File: src/rtl/fsmc_fifo_slave.sv
// FSMC per-module slave: 4-register bank plus a show-ahead sample FIFO that the MCU
// drains through a pop-on-read DATA register, with a registered level-threshold irq.
module fsmc_fifo_slave #(
   parameter int DATA_WIDTH    = 16,
   parameter int FIFO_DEPTH    = 256,
   parameter int REG_ADDR_BITS = 2
) (
   input  logic                  clk,
   input  logic                  reset_n,
   input  logic                  cs_sel,
   input  logic                  addr_en,
   input  logic                  rd_en,
   input  logic                  wr_en,
   input  logic [DATA_WIDTH-1:0] bus_data,
   output logic [DATA_WIDTH-1:0] bus_rdata,
   input  logic                  sample_valid,
   input  logic [DATA_WIDTH-1:0] sample_data,
   output logic                  irq
);

   localparam int PW = $clog2(FIFO_DEPTH);
   localparam int CW = PW + 1;

   localparam logic [REG_ADDR_BITS-1:0] A_CTRL   = REG_ADDR_BITS'(0);
   localparam logic [REG_ADDR_BITS-1:0] A_STATUS = REG_ADDR_BITS'(1);
   localparam logic [REG_ADDR_BITS-1:0] A_DATA   = REG_ADDR_BITS'(2);
   localparam logic [REG_ADDR_BITS-1:0] A_THRESH = REG_ADDR_BITS'(3);

   logic                     sel_q, sel_d;
   logic [REG_ADDR_BITS-1:0] addr_q, addr_d;
   logic                     prev_addr_en_q, prev_wr_en_q;
   logic                     ctrl_en_q, ctrl_en_d;
   logic [11:0]              thresh_q, thresh_d;
   logic [PW-1:0]            wr_ptr_q, wr_ptr_d, rd_ptr_q, rd_ptr_d;
   logic [CW-1:0]            count_q, count_d;
   logic                     ovf_q, ovf_d, unf_q, unf_d;
   logic [DATA_WIDTH-1:0]    rdata_q, rdata_d;
   logic                     irq_q, irq_d;
   logic [DATA_WIDTH-1:0]    mem_q [FIFO_DEPTH];

   logic addr_rise, wr_fall, mcu_wr, mcu_rd;
   logic push_req, pop_req, do_push, do_pop, fifo_clear;
   logic empty, full;
   logic [15:0] status_val;
   logic [DATA_WIDTH-1:0] head_val;

   // Upper write-data bits have no destination in the register map.
   logic unused_bus_bits;
   assign unused_bus_bits = ^bus_data[DATA_WIDTH-1:12];

   assign addr_rise  = addr_en & ~prev_addr_en_q;
   assign wr_fall    = prev_wr_en_q & ~wr_en;
   // cs_sel is only valid at the address edge; later strobes rely on sel_q.
   assign mcu_wr     = rd_en & sel_q;
   assign mcu_rd     = wr_fall & sel_q;
   assign empty      = (count_q == '0);
   assign full       = (count_q == CW'(FIFO_DEPTH));
   assign push_req   = sample_valid & ctrl_en_q;
   assign pop_req    = mcu_rd & (addr_q == A_DATA);
   assign do_pop     = pop_req & ~empty;
   assign do_push    = push_req & (~full | do_pop);
   assign fifo_clear = mcu_wr & (addr_q == A_CTRL) & bus_data[1];

   assign status_val = {unf_q, ovf_q, full, empty, 12'(count_q)};
   assign head_val   = empty ? '0 : mem_q[rd_ptr_q];

   always_comb begin
      sel_d     = sel_q;
      addr_d    = addr_q;
      ctrl_en_d = ctrl_en_q;
      thresh_d  = thresh_q;
      wr_ptr_d  = wr_ptr_q;
      rd_ptr_d  = rd_ptr_q;
      count_d   = count_q;
      ovf_d     = ovf_q;
      unf_d     = unf_q;
      rdata_d   = '0;

      if (mcu_wr || mcu_rd) sel_d = 1'b0;
      if (addr_rise) begin
         sel_d = cs_sel;
         if (cs_sel) addr_d = bus_data[REG_ADDR_BITS-1:0];
      end

      if (mcu_wr) begin
         if (addr_q == A_CTRL)   ctrl_en_d = bus_data[0];
         if (addr_q == A_THRESH) thresh_d  = bus_data[11:0];
      end

      if (fifo_clear) begin
         wr_ptr_d = '0;
         rd_ptr_d = '0;
         count_d  = '0;
         ovf_d    = 1'b0;
         unf_d    = 1'b0;
      end else begin
         if (do_push) wr_ptr_d = wr_ptr_q + PW'(1);
         if (do_pop)  rd_ptr_d = rd_ptr_q + PW'(1);
         count_d = count_q + CW'(do_push) - CW'(do_pop);
         if (push_req && !do_push) ovf_d = 1'b1;
         if (pop_req && empty)     unf_d = 1'b1;
      end

      if (sel_q) begin
         case (addr_q)
            A_CTRL:   rdata_d = DATA_WIDTH'(ctrl_en_q);
            A_STATUS: rdata_d = DATA_WIDTH'(status_val);
            A_DATA:   rdata_d = head_val;
            A_THRESH: rdata_d = DATA_WIDTH'(thresh_q);
            default:  rdata_d = '0;
         endcase
      end

      irq_d = ctrl_en_d & (thresh_d != '0) & (12'(count_d) >= thresh_d);
   end

   always_ff @(posedge clk or negedge reset_n) begin
      if (!reset_n) begin
         sel_q          <= 1'b0;
         addr_q         <= '0;
         prev_addr_en_q <= 1'b0;
         prev_wr_en_q   <= 1'b0;
         ctrl_en_q      <= 1'b0;
         thresh_q       <= '0;
         wr_ptr_q       <= '0;
         rd_ptr_q       <= '0;
         count_q        <= '0;
         ovf_q          <= 1'b0;
         unf_q          <= 1'b0;
         rdata_q        <= '0;
         irq_q          <= 1'b0;
      end else begin
         sel_q          <= sel_d;
         addr_q         <= addr_d;
         prev_addr_en_q <= addr_en;
         prev_wr_en_q   <= wr_en;
         ctrl_en_q      <= ctrl_en_d;
         thresh_q       <= thresh_d;
         wr_ptr_q       <= wr_ptr_d;
         rd_ptr_q       <= rd_ptr_d;
         count_q        <= count_d;
         ovf_q          <= ovf_d;
         unf_q          <= unf_d;
         rdata_q        <= rdata_d;
         irq_q          <= irq_d;
      end
   end

   // Sample storage carries no reset; only the pointers define its contents.
   always_ff @(posedge clk) begin
      if (do_push && !fifo_clear) mem_q[wr_ptr_q] <= sample_data;
   end

   assign bus_rdata = rdata_q;
   assign irq       = irq_q;

endmodule

File: config.mk
export PLATFORM = sky130hd
export DESIGN_NAME = fsmc_fifo_slave
export DESIGN_NICKNAME = d
export VERILOG_FILES = /design/src/rtl/fsmc_fifo_slave.sv
export SDC_FILE = /design/constraint.sdc
export NUM_CORES = 2
export LEC_CHECK = 0
export BUFFER_PORTS_ARGS = -buffer_cell sky130_fd_sc_hd__buf_4
export CORE_UTILIZATION = 25
export CTS_CLUSTER_SIZE = 25
export DETAILED_ROUTE_END_ITERATION = 10
export GPL_ROUTABILITY_DRIVEN = 0
export GPL_TIMING_DRIVEN = 0
export REMOVE_ABC_BUFFERS = 1
export SLEW_MARGIN = 5
export SYNTH_ARGS = -nofsm -noshare
export SYNTH_HDL_FRONTEND = slang
export SYNTH_SLANG_ARGS = --single-unit
File: constraint.sdc
create_clock -name clk -period 4.05 [get_ports clk]
set_input_delay 0.81 -clock clk [delete_from_list [all_inputs] [get_ports clk]]
set_output_delay 0.81 -clock clk [all_outputs]
set_load 0.05 [all_outputs]
* Word level (Yosys, flattened, before mapping)
Memory sizes are Yosys's and may differ from the RTL's.
Cells that the tools add are included.
** Word-level totals
- Register bits after elaboration :: 62
- Latch bits :: 0
- Bits in writable memories :: 4096
- Memory bits (read-only) :: 0
- Bits of input ports :: 39
- Output and inout port bits :: 17
- Logic and storage cells :: 75
- Memories kept :: 1
** Memories
- mem_q :: depth 256, width 16, read ports 1, clocked after memory_dff 0, wr ports 1, RTL line 39 : logic [DATA_WIDTH-1:0] mem_q [FIFO_DEPTH];
** Operators by class
- $add $sub $neg :: 4
- Multipliers :: 0
- Div/mod/pow operators :: 0
- Magnitude comparators :: 1
- Eq/ne operators :: 4
- Shifts and indexed selects :: 0
- Muxes and demuxes :: 20
- Bitwise operators :: 17
- Reduce and logical (&&, ||, !) cells :: 15
** Operator list (number)
- $pmux 16 s4 :: 1
- $mux 16 :: 2
- $mux 8 :: 4
- $mux 12 :: 2
- $add 8x1->8 const B :: 2
- $and 1x1->1 :: 12
- $ge 9x12->1 :: 1
- $reduce_bool 12->1 :: 1
- $mux 1 :: 10
- $reduce_bool 2->1 :: 5
- $add 9x1->9 :: 1
- $eq 9x9->1 const B :: 1
- $logic_not 9->1 :: 1
- $mux 9 :: 1
- $sub 9x1->9 :: 1
- $eq 2x2->1 const B :: 2
- $not 1->1 :: 4
- $logic_and 1x1->1 :: 3
- $eq 2x1->1 const B :: 1
- $logic_not 1->1 :: 2
- $logic_not 2->1 :: 1
- $reduce_and 2->1 :: 1
- $logic_or 1x1->1 :: 1
- $or 1x1->1 :: 1

* Depth between registers and ports, before layout
- Word-level depth :: 12
- Gate-level depth with buffers :: 21
- Mapped depth without buffers :: 21

* Least setup slack after synthesis
OpenSTA, ideal clock, no wires.
- Path type :: in2reg
- Start point :: input port wr_en
- End point :: register irq_q, in the netlist irq
- Library setup time :: 0.128 ns
- Data arrival time :: 3.742 ns
- Required time :: 3.922 ns
- Path slack :: 0.180 ns
- Stages :: 19
- Buffers on the path :: 0
- Cells stage by stage :: nor2b_1 nand2_1 nor2_1 nand2_1 o21ai_0 ha_1 inv_1 fa_1 nand2b_1 a21oi_1 o21ai_0 a21oi_1 o21ai_0 a21oi_1 o21ai_0 a21oi_1 ha_1 a21oi_1 a21oi_1
** Between the ends
- Longest elaborated chain between the ends :: 12
** Ends and longest elaborated chain
- start, declared :: RTL line 13 : input logic wr_en,
- $not 1->1 (*) :: RTL line 52 : assign wr_fall = prev_wr_en_q & ~wr_en;
- $and 1x1->1 (*) :: RTL line 52
- $and 1x1->1 (*) :: RTL line 55 : assign mcu_rd = wr_fall & sel_q;
- $and 1x1->1 (*) :: RTL line 59 : assign pop_req = mcu_rd & (addr_q == A_DATA);
- $and 1x1->1 (*) :: RTL line 60 : assign do_pop = pop_req & ~empty;
- $or 1x1->1 :: RTL line 61 : assign do_push = push_req & (~full | do_pop);
- $and 1x1->1 :: RTL line 61
- $add 9x1->9 :: RTL line 99 : count_d = count_q + CW'(do_push) - CW'(do_pop);
- $sub 9x1->9 (*) :: RTL line 99
- $mux 9 (*) :: RTL line 90 : if (fifo_clear) begin
- via count_d[8] :: RTL line 35 : logic [CW-1:0] count_q, count_d;
- $ge 9x12->1 (*) :: RTL line 114 : irq_d = ctrl_en_d & (thresh_d != '0) & (12'(count_d) >= thresh_d);
- $and 1x1->1 (*) :: RTL line 114
- via irq_d :: RTL line 38 : logic irq_q, irq_d;
- end signal, assigned :: RTL line 145 : irq_q <= irq_d;
- end, declared :: RTL line 38
The timed path passes the listed nets; every way through them passes the cells marked *.
A chain may end at the register's enable or synchronous reset.

* Worst setup path after layout
- Start point :: register rd_ptr_q[2]
- End point :: register rdata_q[14], in the netlist bus_rdata[14]
** Between the ends
- Longest elaborated chain between the ends :: 4
** Ends and longest elaborated chain
- start, declared :: RTL line 34 : logic [PW-1:0] wr_ptr_q, wr_ptr_d, rd_ptr_q, rd_ptr_d;
- start signal, assigned :: RTL line 140 : rd_ptr_q <= rd_ptr_d;
- $mem_v2 256x16
- $mux 16 :: RTL line 65 : assign head_val = empty ? '0 : mem_q[rd_ptr_q];
- $pmux 16 s4 :: RTL line 105 : case (addr_q)
- $mux 16 :: RTL line 104 : if (sel_q) begin
- via rdata_d[14] :: RTL line 37 : logic [DATA_WIDTH-1:0] rdata_q, rdata_d;
- end signal, assigned :: RTL line 144 : rdata_q <= rdata_d;
- end, declared :: RTL line 37
The timed path passes the listed nets, and every way through them passes these cells.

==> results list <==
* Clk root buf: sky130_fd_sc_hd__clkbuf_16
- Across every metal layer, demand over resource in global routing totals 13.6%.
- Leaving out filler cells and counting taps, the final layout contains 16,700.
- The clock passes through at most 4 buffers.
- For this run, the slowest stage of the critical path takes 0.53 ns.
* Setup TNS after final layout: -2.14 ns
- Outcome: finished, violations left
- The pre-antenna-repair detailed-routing pass consisted of 6 iterations.
- At the pin with the least slew margin, the transition time is 1.38 ns.
- Final WS setup: -0.101 ns
- Unrepaired setup endpoints after global routing: yes
- Clock-pin slew was measured on the worst setup and hold paths at 0.06 ns.
- Max transition margin: 7.73%
* Critical Path Source: rd_ptr_q[2]
* Pin count of the biggest net entering global routing: 153
* Top-level port count: 56
* Hold Violations, Final: 0
* Detailed placement HPWL: 276,000 µm
- The worst setup path is captured at a flip-flop.
- Flop and latch count out of synthesis: 4,158
- Number of sinks on the clock net: 4,158
* Reg2Reg Capture Point: bus_rdata[14]
* Critical setup path kind: reg -> reg
- Of all nets on the critical path, the largest fanout is 26.
- Of the available clock period, the critical path in the final layout requires 102%.
* Number of levels the H-tree was split into: 5
- sky130_fd_sc_hd__edfxtp_1 is the most common cell in the netlist.
- The startpoint identified for the worst register-to-register timing path is rd_ptr_q[2].
- Routed wire length per instance: 27.7 µm
- The net count of the finished layout is 7,809.
* Number of design rule violations left after detail routing: 0
- The average instance in the mapped netlist occupies 22.4 µm².
- Max Fclk: 241 MHz
- Share of cells above drive strength 1: 31.9%
* Setup slack of the worst register-to-register path: -0.10 ns
* Most frequent cell on the critical path: sky130_fd_sc_hd__buf_16
* Violated checks: setup timing
- Synthesis handed over a netlist of 7,188 instances.
* Routed Antenna Nets: 0
- Summing internal, switching and leakage power gives 107 mW.
- Final setup fails: 80
* Width of the die: 805 µm
- For this design the ratio of total power to cell area is 552 mW/mm².
- Portion of the post-synthesis area used by sequential elements: 77.3%
* Dominant cells by area after synthesis: sky130_fd_sc_hd__edfxtp_1 (76%), sky130_fd_sc_hd__mux4_2 (14%), sky130_fd_sc_hd__mux2i_1 (2.4%), sky130_fd_sc_hd__dfrtp_1 (0.96%), sky130_fd_sc_hd__nor2_1 (0.79%)
* Combined area of all synthesized cells: 0.161 mm²
- Yosys Warn Count: 0
- Min Clock Period, post-route: 4.15 ns
- Filler cell count: 60,500
* Worst hold margin: 0.119 ns
* Depth of the worst register-to-register path: 11
- Hold-critical path endpoint: addr_q[0]
* Count of input and output buffers: 51
- Timing analysis after detailed placement gives a worst setup slack of -2.62 ns.
- Source of the worst hold timing path: bus_data[0]
- CORE AREA: 0.641 mm²
- Worst path cell trace: buf_16 -> inv_16 -> buf_16 -> buf_16 -> buf_16 -> mux2i_2 -> o22ai_1 -> or3_1 -> a221oi_2 -> a21oi_1 -> a22o_2
* Type of the worst min-delay path: in -> reg
* Primary FF master, synth: sky130_fd_sc_hd__edfxtp_1
- Cell taking the most area after synthesis: sky130_fd_sc_hd__edfxtp_1
- The first global-routing pass estimated 632,000 µm of wire.
- The later pin in the worst-skew pair is clocked with a latency of 0.98 ns.
- Data arrives at the worst endpoint at 4.93 ns.
- Number of placed cells counting well taps: 15,800
- From synthesis to final layout, the design area changed by 20.7%.
* Vias in the first global route: 79,600
* Effective utilization at floorplan: 25.1%
* Fraction of synthesized cell area taken by the top area cell type: 76.4%
- Leakage power: 59.2 nW
- The total overflow left after global routing is 0.
- For this block, the initial DRC count from the detailed router was 11,300.
* Number of vias per cell: 4.81
- Hold-critical path depth: 2
- The synthesized design contains 4,096 enable-type register cells.
* Leading post-synthesis cells by instance count: sky130_fd_sc_hd__edfxtp_1 (4,096), sky130_fd_sc_hd__mux4_2 (1,000), sky130_fd_sc_hd__mux2i_1 (384), sky130_fd_sc_hd__nor2_1 (338), sky130_fd_sc_hd__clkbuf_1 (161)
- The netlist uses 73 different library cells.
* CTS buffer count: 410
- The worst setup path is launched from a flip-flop.
- The number of antenna violations at the first check in global routing was 31.
- Overall die area: 0.647 mm²
- TritonCTS built the clock tree.
- At the worst endpoint, the required time is 4.83 ns.
- Peak supply drop: 0.359 mV
* Num rows: 294
- The tool flagged a number of max-cap violations equal to 0.
* Aggregate routed wire length: 461,000 µm
* Synth async-reset ratio: 1.49%
- Slowest cell on the critical path: sky130_fd_sc_hd__dfrtp_4
- Die Height: 805 µm
- Max-slew violation count: 0
- Routed vias: 80,200
* Final Skew: 0.0672 ns
-- worst max-delay path by stage --
stage | end | slack, ns
final | bus_rdata[14] | -0.10
after global routing | irq | -0.18
after CTS | irq | -0.10
after detailed placement | bus_rdata[9] | -2.62
after global placement | bus_rdata[14] | -65.53
after floorplan | bus_rdata[6] | -42.39
-- registers in the layout, summed over array words and instances, names as in the netlist --
name / flops
ovf_q: 1
count_q: 9
unf_q: 1
prev_wr_en_q: 1
rd_ptr_q: 8
addr_q: 2
irq: 1
mem_q: 4096
sel_q: 1
bus_rdata: 16
wr_ptr_q: 8
thresh_q: 12
prev_addr_en_q: 1
ctrl_en_q: 1
-- cell usage in the layout (no fill, tap or decap), types with 12 or more instances in the layout --
cell                         count
sky130_fd_sc_hd__a21oi_1        88
sky130_fd_sc_hd__a211oi_1       31
sky130_fd_sc_hd__clkinvlp_4     18
sky130_fd_sc_hd__o22ai_1        52
sky130_fd_sc_hd__nor2_1         71
sky130_fd_sc_hd__inv_1          28
sky130_fd_sc_hd__a22oi_1        62
sky130_fd_sc_hd__nor3_1         12
sky130_fd_sc_hd__clkinv_1      102
sky130_fd_sc_hd__o211ai_1       17
sky130_fd_sc_hd__bufbuf_16      47
sky130_fd_sc_hd__mux2i_1       374
sky130_fd_sc_hd__mux4_2       1002
sky130_fd_sc_hd__bufinv_16      33
sky130_fd_sc_hd__dfrtp_1        53
sky130_fd_sc_hd__o221ai_1       42
sky130_fd_sc_hd__o21ai_0        77
sky130_fd_sc_hd__buf_16        129
sky130_fd_sc_hd__nand3_1        29
sky130_fd_sc_hd__nand2_4        12
sky130_fd_sc_hd__mux2_2         26
sky130_fd_sc_hd__nand2_1        82
sky130_fd_sc_hd__o21ai_1        17
sky130_fd_sc_hd__ha_1           24
sky130_fd_sc_hd__clkbuf_1       75
sky130_fd_sc_hd__edfxtp_1     4096
sky130_fd_sc_hd__buf_8         224
sky130_fd_sc_hd__nor2_4         63
sky130_fd_sc_hd__clkbuf_16     427
sky130_fd_sc_hd__clkinv_2       72
sky130_fd_sc_hd__nor2b_1        17
sky130_fd_sc_hd__buf_4          90
sky130_fd_sc_hd__nor2_2        204
sky130_fd_sc_hd__buf_6          18
sky130_fd_sc_hd__buf_12         27
sky130_fd_sc_hd__a221oi_1       27
-- timing repair --
action                     4_1_cts  5_1_grt
gates cloned                    51        9
hold buffers                     3        0
hold endpoints to repair        11        0
resized for setup              171       80
buffers inserted                39       27
pin swaps                       15       21
setup endpoints to repair     4114      794
-- metal layers --
| layer | share of wire (%) | GRT usage [%] | vias to the layer above | wire [µm] |
|---|---|---|---|---|
| met1 | 39 | 18.1 | 43200 | 178000 |
| met5 | 0.013 | 0 | - | 62 |
| met4 | 4.8 | 5.62 | 10 | 22300 |
| li1 | - | - | 31700 | - |
| met3 | 9.7 | 2.76 | 933 | 44900 |
| met2 | 47 | 21.8 | 4402 | 216000 |
-- report_power, final --
part           total, mW  internal, mW  switching, mW
Combinational       22.2          10.6           11.6
Clock               37.2          21.1           16.1
Sequential          47.8          47.6          0.272
Total                107          79.3           28.0
-- metrics by stage --
step | util, % | instance area (µm²)
5_1_grt | 30.3 | 194000
4_1_cts | 30.2 | 194000
6_report | 30.3 | 194000
2_1_floorplan | - | 158000
3_3_place_gp | 26.4 | 169000
3_5_place_dp | 27.7 | 178000
-- critical path, delay by kind of cell, from the launching register on --
family	cells	cell delay (ns)
compound gates	4	1.13
buf+inv	5	1.21
flops	1	0.53
simple gates	1	0.52
mux	1	0.31
-- cell families after synthesis --
family	after synthesis	share of synthesized area, %
AND/OR/NAND/NOR	599	1.60
adder cells (fa/ha/maj)	26	0.207
AO/OA/AOI/OAI	531	2.27
buffers and inverters	436	1.76
flip-flops	4158	77.3
XOR/XNOR	17	0.0925
multiplexers	1421	16.7
-- final cells by class --
class,instances,area (µm²),area share [%]
Antenna cell,5,12.5,0.00644
Clock buffer,500,10800,5.58
Clock inverter,244,2150,1.11
Inverter,31,133,0.0682
Multi-Input combinational cell,2594,35800,18.4
Sequential cell,4158,125000,64.1
Tap cell,8584,10700,5.53
Timing Repair Buffer,548,10100,5.21
Timing Repair inverter,1,8.76,0.00451
No activity file was read; power rests on OpenSTA's default activity.
